**src/rtl/bullet_pkg.sv**
```systemverilog
// ---------------------------------------------------------------------------
// bullet_pkg
// Shared types and default constants for the player bullet pool.
//   coord_t   : one screen coordinate at the default width
//   bullet_t  : one pool slot {active, x, y}
//   DEF_*     : default geometry and motion constants used as parameter
//               defaults by bullet_pool
// ---------------------------------------------------------------------------
package bullet_pkg;

    localparam int DEF_COORD_W        = 10;
    localparam int DEF_BULLET_STEP    = 4;
    localparam int DEF_BULLET_W       = 2;
    localparam int DEF_BULLET_H       = 6;
    localparam int DEF_COOLDOWN_TICKS = 8;

    typedef logic [DEF_COORD_W-1:0] coord_t;

    typedef struct packed {
        logic   active;
        coord_t x;
        coord_t y;
    } bullet_t;

endpackage

```
**src/rtl/bullet_pool_edge_detect.sv**
```systemverilog
// ---------------------------------------------------------------------------
// edge_detect
// Registers a level and reports its single-cycle rise, fall and toggle
// pulses relative to the previous clock.
//   clk_i    : system clock
//   rst_ni   : synchronous active-low reset; pulses are held low while
//              asserted
//   level_i  : level to watch
//   rise_o   : level went 0 -> 1
//   fall_o   : level went 1 -> 0
//   toggle_o : level changed in either direction
// ---------------------------------------------------------------------------
module edge_detect (
    input  logic clk_i,
    input  logic rst_ni,
    input  logic level_i,
    output logic rise_o,
    output logic fall_o,
    output logic toggle_o
);

    logic level_q;

    // The register simply tracks the input, reset included: loading the live
    // level during reset means nothing looks like an edge once reset drops.
    always_ff @(posedge clk_i) begin
        level_q <= level_i;
    end

    assign rise_o   = rst_ni &  level_i & ~level_q;
    assign fall_o   = rst_ni & ~level_i &  level_q;
    assign toggle_o = rst_ni & (level_i ^ level_q);

endmodule

```
**src/rtl/bullet_pool.sv**
```systemverilog
// ---------------------------------------------------------------------------
// bullet_pool
// Fixed pool of player bullets. Every toggle of bullet_update_i moves live
// bullets up by BULLET_STEP (expiring them near the top row), each fire
// press spawns a bullet at the player position in the lowest free slot, and
// a registered per-pixel hit flag is produced for the renderer.
//
// Optional feature: define BULLET_POOL_COOLDOWN_EN to enforce at least
// COOLDOWN_TICKS move ticks between spawns.
//
// Ports:
//   clk_i, rst_ni        : clock, synchronous active-low reset
//   bullet_update_i      : toggle-rate move signal (each transition = tick)
//   fire_i               : fire button level
//   player_x_i/_y_i      : spawn position
//   pixel_x_i/_y_i       : renderer pixel being queried
//   bullet_pixel_o       : registered hit flag for last cycle's pixel
//   active_o             : per-slot live flags
//   count_o              : number of live slots
//   fire_ack_o           : pulse, a bullet was spawned
//   fire_drop_o          : pulse, a fire press was rejected
// ---------------------------------------------------------------------------
module bullet_pool
    import bullet_pkg::*;
#(
    parameter int MAX_BULLETS    = 4,
    parameter int COORD_W        = DEF_COORD_W,
    parameter int BULLET_STEP    = DEF_BULLET_STEP,
    parameter int BULLET_W       = DEF_BULLET_W,
    parameter int BULLET_H       = DEF_BULLET_H,
    parameter int Y_TOP          = 0,
    parameter int COOLDOWN_TICKS = DEF_COOLDOWN_TICKS
) (
    input  logic                               clk_i,
    input  logic                               rst_ni,
    input  logic                               bullet_update_i,
    input  logic                               fire_i,
    input  logic [COORD_W-1:0]                 player_x_i,
    input  logic [COORD_W-1:0]                 player_y_i,
    input  logic [COORD_W-1:0]                 pixel_x_i,
    input  logic [COORD_W-1:0]                 pixel_y_i,
    output logic                               bullet_pixel_o,
    output logic [MAX_BULLETS-1:0]             active_o,
    output logic [$clog2(MAX_BULLETS+1)-1:0]   count_o,
    output logic                               fire_ack_o,
    output logic                               fire_drop_o
);

    localparam int CNT_W = $clog2(MAX_BULLETS + 1);
    localparam int IDX_W = (MAX_BULLETS > 1) ? $clog2(MAX_BULLETS) : 1;

    // Widened constants so comparisons and box edges never wrap.
    localparam logic [COORD_W:0] EXPIRE_LIM = (COORD_W+1)'(Y_TOP + BULLET_STEP);
    localparam logic [COORD_W:0] BOX_W      = (COORD_W+1)'(BULLET_W);
    localparam logic [COORD_W:0] BOX_H      = (COORD_W+1)'(BULLET_H);

    logic [MAX_BULLETS-1:0] active_q, active_d;
    logic [COORD_W-1:0]     x_q [MAX_BULLETS];
    logic [COORD_W-1:0]     y_q [MAX_BULLETS];
    logic [COORD_W-1:0]     x_d [MAX_BULLETS];
    logic [COORD_W-1:0]     y_d [MAX_BULLETS];

    logic             tick, fire_ev, spawn, cd_ready, have_free, hit;
    logic [IDX_W-1:0] free_idx;
    logic             upd_rise_unused, upd_fall_unused;
    logic             fire_fall_unused, fire_toggle_unused;

    edge_detect u_upd_edge (
        .clk_i    (clk_i),
        .rst_ni   (rst_ni),
        .level_i  (bullet_update_i),
        .rise_o   (upd_rise_unused),
        .fall_o   (upd_fall_unused),
        .toggle_o (tick)
    );

    edge_detect u_fire_edge (
        .clk_i    (clk_i),
        .rst_ni   (rst_ni),
        .level_i  (fire_i),
        .rise_o   (fire_ev),
        .fall_o   (fire_fall_unused),
        .toggle_o (fire_toggle_unused)
    );

`ifdef BULLET_POOL_COOLDOWN_EN
    localparam int CD_W = ($clog2(COOLDOWN_TICKS + 1) > 0) ? $clog2(COOLDOWN_TICKS + 1) : 1;

    logic [CD_W-1:0] cd_q;

    assign cd_ready = (cd_q == '0);

    // Reloaded on every spawn; otherwise counts ticks down to zero and stays.
    always_ff @(posedge clk_i) begin
        if (!rst_ni) begin
            cd_q <= '0;
        end else if (spawn) begin
            cd_q <= CD_W'(COOLDOWN_TICKS);
        end else if (tick && !cd_ready) begin
            cd_q <= cd_q - 1'b1;
        end
    end
`else
    // Without the cooldown every press is eligible.
    assign cd_ready = (COOLDOWN_TICKS >= 0);
`endif

    // Lowest free slot, judged on the registered flags so that a slot
    // expiring in this very cycle is not handed out until the next one.
    always_comb begin
        have_free = 1'b0;
        free_idx  = '0;
        for (int i = MAX_BULLETS - 1; i >= 0; i--) begin
            if (!active_q[i]) begin
                have_free = 1'b1;
                free_idx  = IDX_W'(i);
            end
        end
    end

    assign spawn = fire_ev & have_free & cd_ready;

    // Move or expire first, then place the new bullet at the unmoved spawn
    // position.
    always_comb begin
        active_d = active_q;
        x_d      = x_q;
        y_d      = y_q;
        for (int i = 0; i < MAX_BULLETS; i++) begin
            if (tick && active_q[i]) begin
                if ({1'b0, y_q[i]} < EXPIRE_LIM) begin
                    active_d[i] = 1'b0;
                    x_d[i]      = '0;
                    y_d[i]      = '0;
                end else begin
                    y_d[i] = y_q[i] - COORD_W'(BULLET_STEP);
                end
            end
            if (spawn && (free_idx == IDX_W'(i))) begin
                active_d[i] = 1'b1;
                x_d[i]      = player_x_i;
                y_d[i]      = player_y_i;
            end
        end
    end

    // Box test against the registered slots, done one bit wider than a
    // coordinate so boxes at the screen edge do not wrap.
    always_comb begin
        hit = 1'b0;
        for (int i = 0; i < MAX_BULLETS; i++) begin
            if (active_q[i] &&
                ({1'b0, pixel_x_i} >= {1'b0, x_q[i]}) &&
                ({1'b0, pixel_x_i} <  ({1'b0, x_q[i]} + BOX_W)) &&
                ({1'b0, pixel_y_i} >= {1'b0, y_q[i]}) &&
                ({1'b0, pixel_y_i} <  ({1'b0, y_q[i]} + BOX_H))) begin
                hit = 1'b1;
            end
        end
    end

    always_comb begin
        count_o = '0;
        for (int i = 0; i < MAX_BULLETS; i++) begin
            count_o = count_o + CNT_W'(active_q[i]);
        end
    end

    // Slot storage and the registered pulses / pixel flag.
    always_ff @(posedge clk_i) begin
        if (!rst_ni) begin
            active_q       <= '0;
            bullet_pixel_o <= 1'b0;
            fire_ack_o     <= 1'b0;
            fire_drop_o    <= 1'b0;
            for (int i = 0; i < MAX_BULLETS; i++) begin
                x_q[i] <= '0;
                y_q[i] <= '0;
            end
        end else begin
            active_q       <= active_d;
            bullet_pixel_o <= hit;
            fire_ack_o     <= spawn;
            fire_drop_o    <= fire_ev & ~spawn;
            for (int i = 0; i < MAX_BULLETS; i++) begin
                x_q[i] <= x_d[i];
                y_q[i] <= y_d[i];
            end
        end
    end

    assign active_o = active_q;

endmodule

```
**config.mk**
```make
export PLATFORM = sky130hd
export DESIGN_NAME = bullet_pool
export DESIGN_NICKNAME = d
export VERILOG_FILES = /design/src/rtl/bullet_pkg.sv /design/src/rtl/bullet_pool_edge_detect.sv /design/src/rtl/bullet_pool.sv
export SDC_FILE = /design/constraint.sdc
export NUM_CORES = 1
export LEC_CHECK = 0
export BUFFER_PORTS_ARGS = -buffer_cell sky130_fd_sc_hd__buf_2
export CAP_MARGIN = 10
export CORE_MARGIN = 3
export CORE_UTILIZATION = 50
export DETAILED_ROUTE_END_ITERATION = 7
export MAX_ROUTING_LAYER = met4
export PLACE_DENSITY_LB_ADDON = 0.15
export SETUP_SLACK_MARGIN = 0.3
export SLEW_MARGIN = 40
export SYNTH_ARGS = -nofsm -noshare
export SYNTH_HDL_FRONTEND = slang
export SYNTH_SLANG_ARGS = --single-unit
```
**constraint.sdc**
```tcl
create_clock -name clk_i -period 3.4 [get_ports clk_i]
set_input_delay 0.34 -clock clk_i [delete_from_list [all_inputs] [get_ports clk_i]]
set_output_delay 0.34 -clock clk_i [all_outputs]
set_load 0.02 [all_outputs]
```
Yosys cells after proc, flatten, opt, wreduce, memory -nomap -nowiden. Cells that the tools add are included.

Bits in registers: 89. Bits of input ports: 44. Output and inout port bits: 10. Word-level logic and storage cells: 148.

$add $sub $neg: 15. $lt $le $gt $ge: 20. Equality and inequality tests: 3. Multiplexer cells: 48. Bitwise gates (word level): 8. Reduce and logical (&&, ||, !) cells: 37.

Operators by type and width (count): $mux 10 (24); $lt 10x11->1 (8); $ge 10x10->1 (8); $add 10x2->11 const B (4); $add 10x3->11 const B (4); $lt 10x3->1 const B (4); $sub 10x3->10 const B (4); $logic_and 1x1->1 (24); $mux 1 (20); $reduce_bool 2->1 (8); $mux 2 (4); $reduce_and 2->1 (4); $and 1x1->1 (5); $eq 2x2->1 const B (2); $add 2x1->3 (1); $add 3x1->3 (1); $add 1x1->2 (1); $eq 2x1->1 const B (1); $logic_not 2->1 (1); $not 1->1 (2); $xor 1x1->1 (1).

Logic depth before layout (Yosys ltp).
Depth after elaboration: 9. Depth in mapped cells: 13. Depth with buffers taken out: 13.

Modules after synthesis. From an unflattened synthesis, not the netlist that was laid out.

Cell total of the unflattened synthesis: 1031. Area, all modules: 8341.8 µm².

By module, submodules not included: bullet_pool (times used 1, cells an instance 1017, area each 8241.7 µm², seq. area each 1741.7 µm²); edge_detect (times used 2, cells an instance 7, area each 50.0 µm², seq. area each 20.0 µm²).

Worst setup path before layout. No wires, ideal clock.

Path type: register to register. Start: register y_q[12] in the netlist's numbering. End: register bullet_pixel_o. Library setup time: 64 ps. Data arrival time: 2513 ps. Data required time: 3336 ps. Slack: 823 ps. Cell stages (with the launch flop): 13. Buffers on the path: 0. Clock period less this slack: 2577 ps. Path through: dfxtp_1 > inv_1 > ha_1 > or3_1 > xnor2_1 > ha_1 > a21o_1 > a21oi_1 > o21ai_0 > o211a_1 > a2111oi_0 > nand4b_1 > nand4_1.

Cells in the longest elaborated chain, start to end: 5. Elaborated cells on any way between the ends: 7. Those cells by class: add/sub (1); order compare (2); mux (2); reduce/logical (2).

RTL lines: start, declared (RTL line bullet_pool.sv:59) `logic [COORD_W-1:0] y_q [MAX_BULLETS];`; start signal, assigned by index (RTL line bullet_pool.sv:187) `y_q[i] <= y_d[i];`; $add 10x3->11 or $ge 10x10->1 (tied branches) (RTL line bullet_pool.sv:156, bullet_pool.sv:155); $lt 10x11->1 or $logic_and 1x1->1 (tied branches) (RTL line bullet_pool.sv:156, bullet_pool.sv:154); $logic_and 1x1->1 * (RTL line bullet_pool.sv:155) `({1'b0, pixel_y_i} >= {1'b0, y_q[i]}) &&`; $mux 1 * (2 in series) (RTL line bullet_pool.sv:152) `if (active_q[i] &&`; end signal, assigned (RTL line bullet_pool.sv:182) `bullet_pixel_o <= hit;`; end, declared (RTL line bullet_pool.sv:42) `output logic bullet_pixel_o,`.

Every way passes the cells marked *; elsewhere a longest branch is shown, timed or not. A chain may end at the register's enable or synchronous reset.

Worst setup path in the final report. Ends and elaborated chain as after synthesis.

==> summary.txt <==
Run status
  – Outcome: finished, final reports clean

GRT
  – Pin count of the biggest net entering global routing: 84
  – Global-route wire length before repair: 36900 µm
  – Antenna violations before repair: 0
  – Total GRT Usage: 26.1%
  – Overflow left after global routing: 0
  – Number of global-route vias before repair: between 7000 and 8000

Clocking
  – Number of buffers created by CTS: 9
  – Post-CTS setup-driven buffer insertion count: 0
  – Quantity of hold-fixing buffers added after cts: 0
  – Worst-skew pair later-pin latency: 0.36 ns
  – Clock buffer depth: 2
  – Number of clock sinks: 89
  – Count of cells resized by post-cts repair: 0
  – Root cell of the clock tree: sky130_fd_sc_hd__clkbuf_16
  – H-tree levels: 3
  – Post-CTS clock slew at the launch and capture registers of the worst setup and hold paths: 0.07 ns
  – CTS tree: done

Placed design
  – Worst-case setup slack after placement: 0.602 ns
  – Count of buffers from port buffering: 53
  – Dpl hpwl: 17700 µm
  – Global placer's final weighted congestion: ~0.92
  – Post-Place Cells: 1259

Yosys
  – Cell count after synthesis: 1013
  – EDFF count, synth: 0
  – Register bit count reported by yosys: 89
  – Cell taking the most area after synthesis: sky130_fd_sc_hd__ha_1
  – Most used standard cell by instance count after synthesis: sky130_fd_sc_hd__ha_1
  – Cell area after technology mapping: 8300 µm²
  – Total number of yosys warnings: 0
  – Mean instance size in the synthesized netlist: 8.19 µm²
  – Net count after synthesis: about 1200
  – Top cell types by occurrence after synthesis: sky130_fd_sc_hd__ha_1, sky130_fd_sc_hd__nor2_1, sky130_fd_sc_hd__dfxtp_1
  – Most area-consuming cells after synthesis: sky130_fd_sc_hd__ha_1, sky130_fd_sc_hd__dfxtp_1, sky130_fd_sc_hd__xnor2_1, sky130_fd_sc_hd__nor2_1, sky130_fd_sc_hd__a21oi_1
  – Share of the synthesized area in the top cell type: 26.2%
  – Post-synthesis sequential area ratio: 21.5%
  – Number of unique standard cell types used by synthesis: 70
  – Top_reg_cell synth: sky130_fd_sc_hd__dfxtp_1
  – Post-synthesis async set-or-reset flop share: 0%

Setup path
  – Cell breakdown of the critical path: inv_1 -> ha_1 -> or3_1 -> xnor2_1 -> ha_1 -> a21o_1 -> a21oi_1 -> o21ai_0 -> o211a_1 -> a2111oi_0 -> nand4b_1 -> nand4_1
  – Worst Path Required: 3.70 ns
  – Arrival time of the worst setup path: 3.11 ns
  – Type of the setup path with the least slack: reg -> reg
  – Crit path launch type: flop
  – Critical Path Source: y_q[12]
  – Kind of end point of the critical path: flop
  – Most numerous cell on the critical path: sky130_fd_sc_hd__ha_1
  – Largest fanout on the critical path: 6
  – Critical Path Slowest Stage Cell: sky130_fd_sc_hd__dfxtp_1
  – Startpoint of the worst register-to-register path: y_q[12]
  – CP peak stage delay: 0.38 ns

Die
  – Die width: 135 µm
  – Std cell rows: 46
  – Initial core utilization: between 50 and 60%
  – Std-Cell Core Area: 16100 µm²
  – Die height: 135 µm
  – Total die area: 18200 µm²
  – IO Count: 54

Timing
  – Worst-Margin Slew: 0.692 ns
  – Number of failing hold endpoints at the final stage: 0
  – Crit path setup slack, layout: slightly below 0.6 ns
  – Count of final max-slew check failures: 0
  – Relative max-transition margin: between 50% and 60%
  – Final number of setup-violating endpoints: 0
  – Setup TNS Final: 0 ns
  – Fraction of the cycle the final worst path needs: 82.8%
  – Unrepaired setup endpoints after global routing: false
  – Post-route minimum period: ~2.8 ns
  – Maximum frequency from static timing analysis: ~0.36 GHz
  – Largest clock skew in the final design: 0.0103 ns

Drt
  – Residual DRC: 0
  – Overall routed net length: 22500 µm
  – Number of vias after detailed routing: 7556
  – Iteration-0 DRC count of the detailed router: 477
  – Post-DRT Antenna Nets: 0
  – Per-cell via count in the routed design: between 5 and 6
  – Routed WL per cell: 17.7 µm
  – Number of optimization iterations in the first detailed-route pass: 5

Final layout
  – # nets final: 1273
  – Layout cell share with drive strength beyond 1: 9.07%
  – Growth of design area from synthesis to finish: 9.12%
  – Count of non-filler cells in the finished layout: 1275
  – Antenna diode count: 0

Power and ir drop
  – Worst VDD drop: 0.287 mV
  – Leakage power: 3.47 nW
  – Ratio of total power to cell area: between 200 and 300 nW/µm²

Worst hold path
  – Kind of path behind the tightest hold check: in -> reg
  – Min-delay src: bullet_update_i

Flow run
  – # Max-Cap Violations: 0
critical path, delay by kind of cell, from the launching register on:
| kind | cells | cell delay, ns |
|---|---|---|
| AO/OA/AOI/OAI | 5 | 0.95 |
| XOR/XNOR | 1 | 0.15 |
| adder cells (fa/ha/maj) | 2 | 0.52 |
| buffers and inverters | 1 | 0.14 |
| flip-flops | 1 | 0.38 |
| AND/OR/NAND/NOR | 3 | 0.60 |
power by group:
part           total [mW]  internal, mW  switching (mW)
clock network        1.02         0.568           0.448
logic               0.466         0.182           0.284
registers            1.08          1.06          0.0204
total                2.56          1.81           0.752
per-layer routing:
metal,vias up,global-route usage (%),part of all wire [%]
li1,3778,-,-
met1,3534,35.5,48
met2,205,40.5,45
met3,39,3.84,5.3
met4,0,7.47,2.2
met5,-,-,0
state kept, by name (all words and copies together), names as in the netlist:
| register | count |
|---|---|
| x_q | 40 |
| y_q | 40 |
| active_o | 4 |
| bullet_pixel_o | 1 |
| fire_ack_o | 1 |
| fire_drop_o | 1 |
| u_fire_edge.level_q | 1 |
| u_upd_edge.level_q | 1 |
kinds of logic after synthesis:
family          share of synthesized area, %
xor+xnor                                7.18
flops                                   21.5
simple gates                            18.7
compound gates                          20.9
buf+inv                                 5.34
fa+ha+maj                               26.5
layout make-up:
class	instances	area, µm²
Clock inverter	7	71.3
Tap cell	216	270
Sequential cell	89	1780
Inverter	87	327
Clock buffer	9	225
Fill cell	1549	7000
Timing Repair Buffer	58	307
Multi-Input combinational cell	809	6070
worst paths after layout:
check | to | slack [ns] | cells past startpoint
hold / removal | u_upd_edge.level_q | 0.12 | 1
hold reg to reg | x_q[36] | 0.47 | 2
setup / recovery | bullet_pixel_o | 0.59 | 12
setup reg to reg | bullet_pixel_o | 0.59 | 12
cell usage in the layout, fill, tap and decap left out, types with 5 or more instances in the layout:
cell type / instances
sky130_fd_sc_hd__nand4_1: 17
sky130_fd_sc_hd__dfxtp_1: 89
sky130_fd_sc_hd__o21a_1: 8
sky130_fd_sc_hd__clkbuf_16: 9
sky130_fd_sc_hd__buf_2: 53
sky130_fd_sc_hd__nor4_1: 7
sky130_fd_sc_hd__a22oi_1: 42
sky130_fd_sc_hd__xnor2_1: 64
sky130_fd_sc_hd__ha_1: 174
sky130_fd_sc_hd__a21o_1: 18
sky130_fd_sc_hd__a221oi_1: 8
sky130_fd_sc_hd__a211oi_1: 10
sky130_fd_sc_hd__a21oi_1: 67
sky130_fd_sc_hd__nor2_1: 104
sky130_fd_sc_hd__nand3_1: 54
sky130_fd_sc_hd__o21ai_0: 35
sky130_fd_sc_hd__nor3_1: 28
sky130_fd_sc_hd__o211ai_1: 8
sky130_fd_sc_hd__nand2b_1: 11
sky130_fd_sc_hd__a31oi_1: 13
sky130_fd_sc_hd__inv_1: 84
sky130_fd_sc_hd__nand2_1: 56
sky130_fd_sc_hd__and3_1: 8
sky130_fd_sc_hd__o2111ai_1: 5
per-stage QoR:
stage / hold WS [ns] / power (mW) / cell area (µm²) / util, %
floorplan: 0.368 / 1.39 / 8300 / -
global placement: 0.465 / 1.56 / 8760 / 54.5
detailed placement: 0.470 / 1.56 / 8760 / 54.6
CTS: 0.111 / 2.58 / 9060 / 56.4
global route: 0.116 / 2.69 / 9060 / 56.4
finish: 0.118 / 2.56 / 9060 / 56.4
No activity file was read; power rests on OpenSTA's default activity.
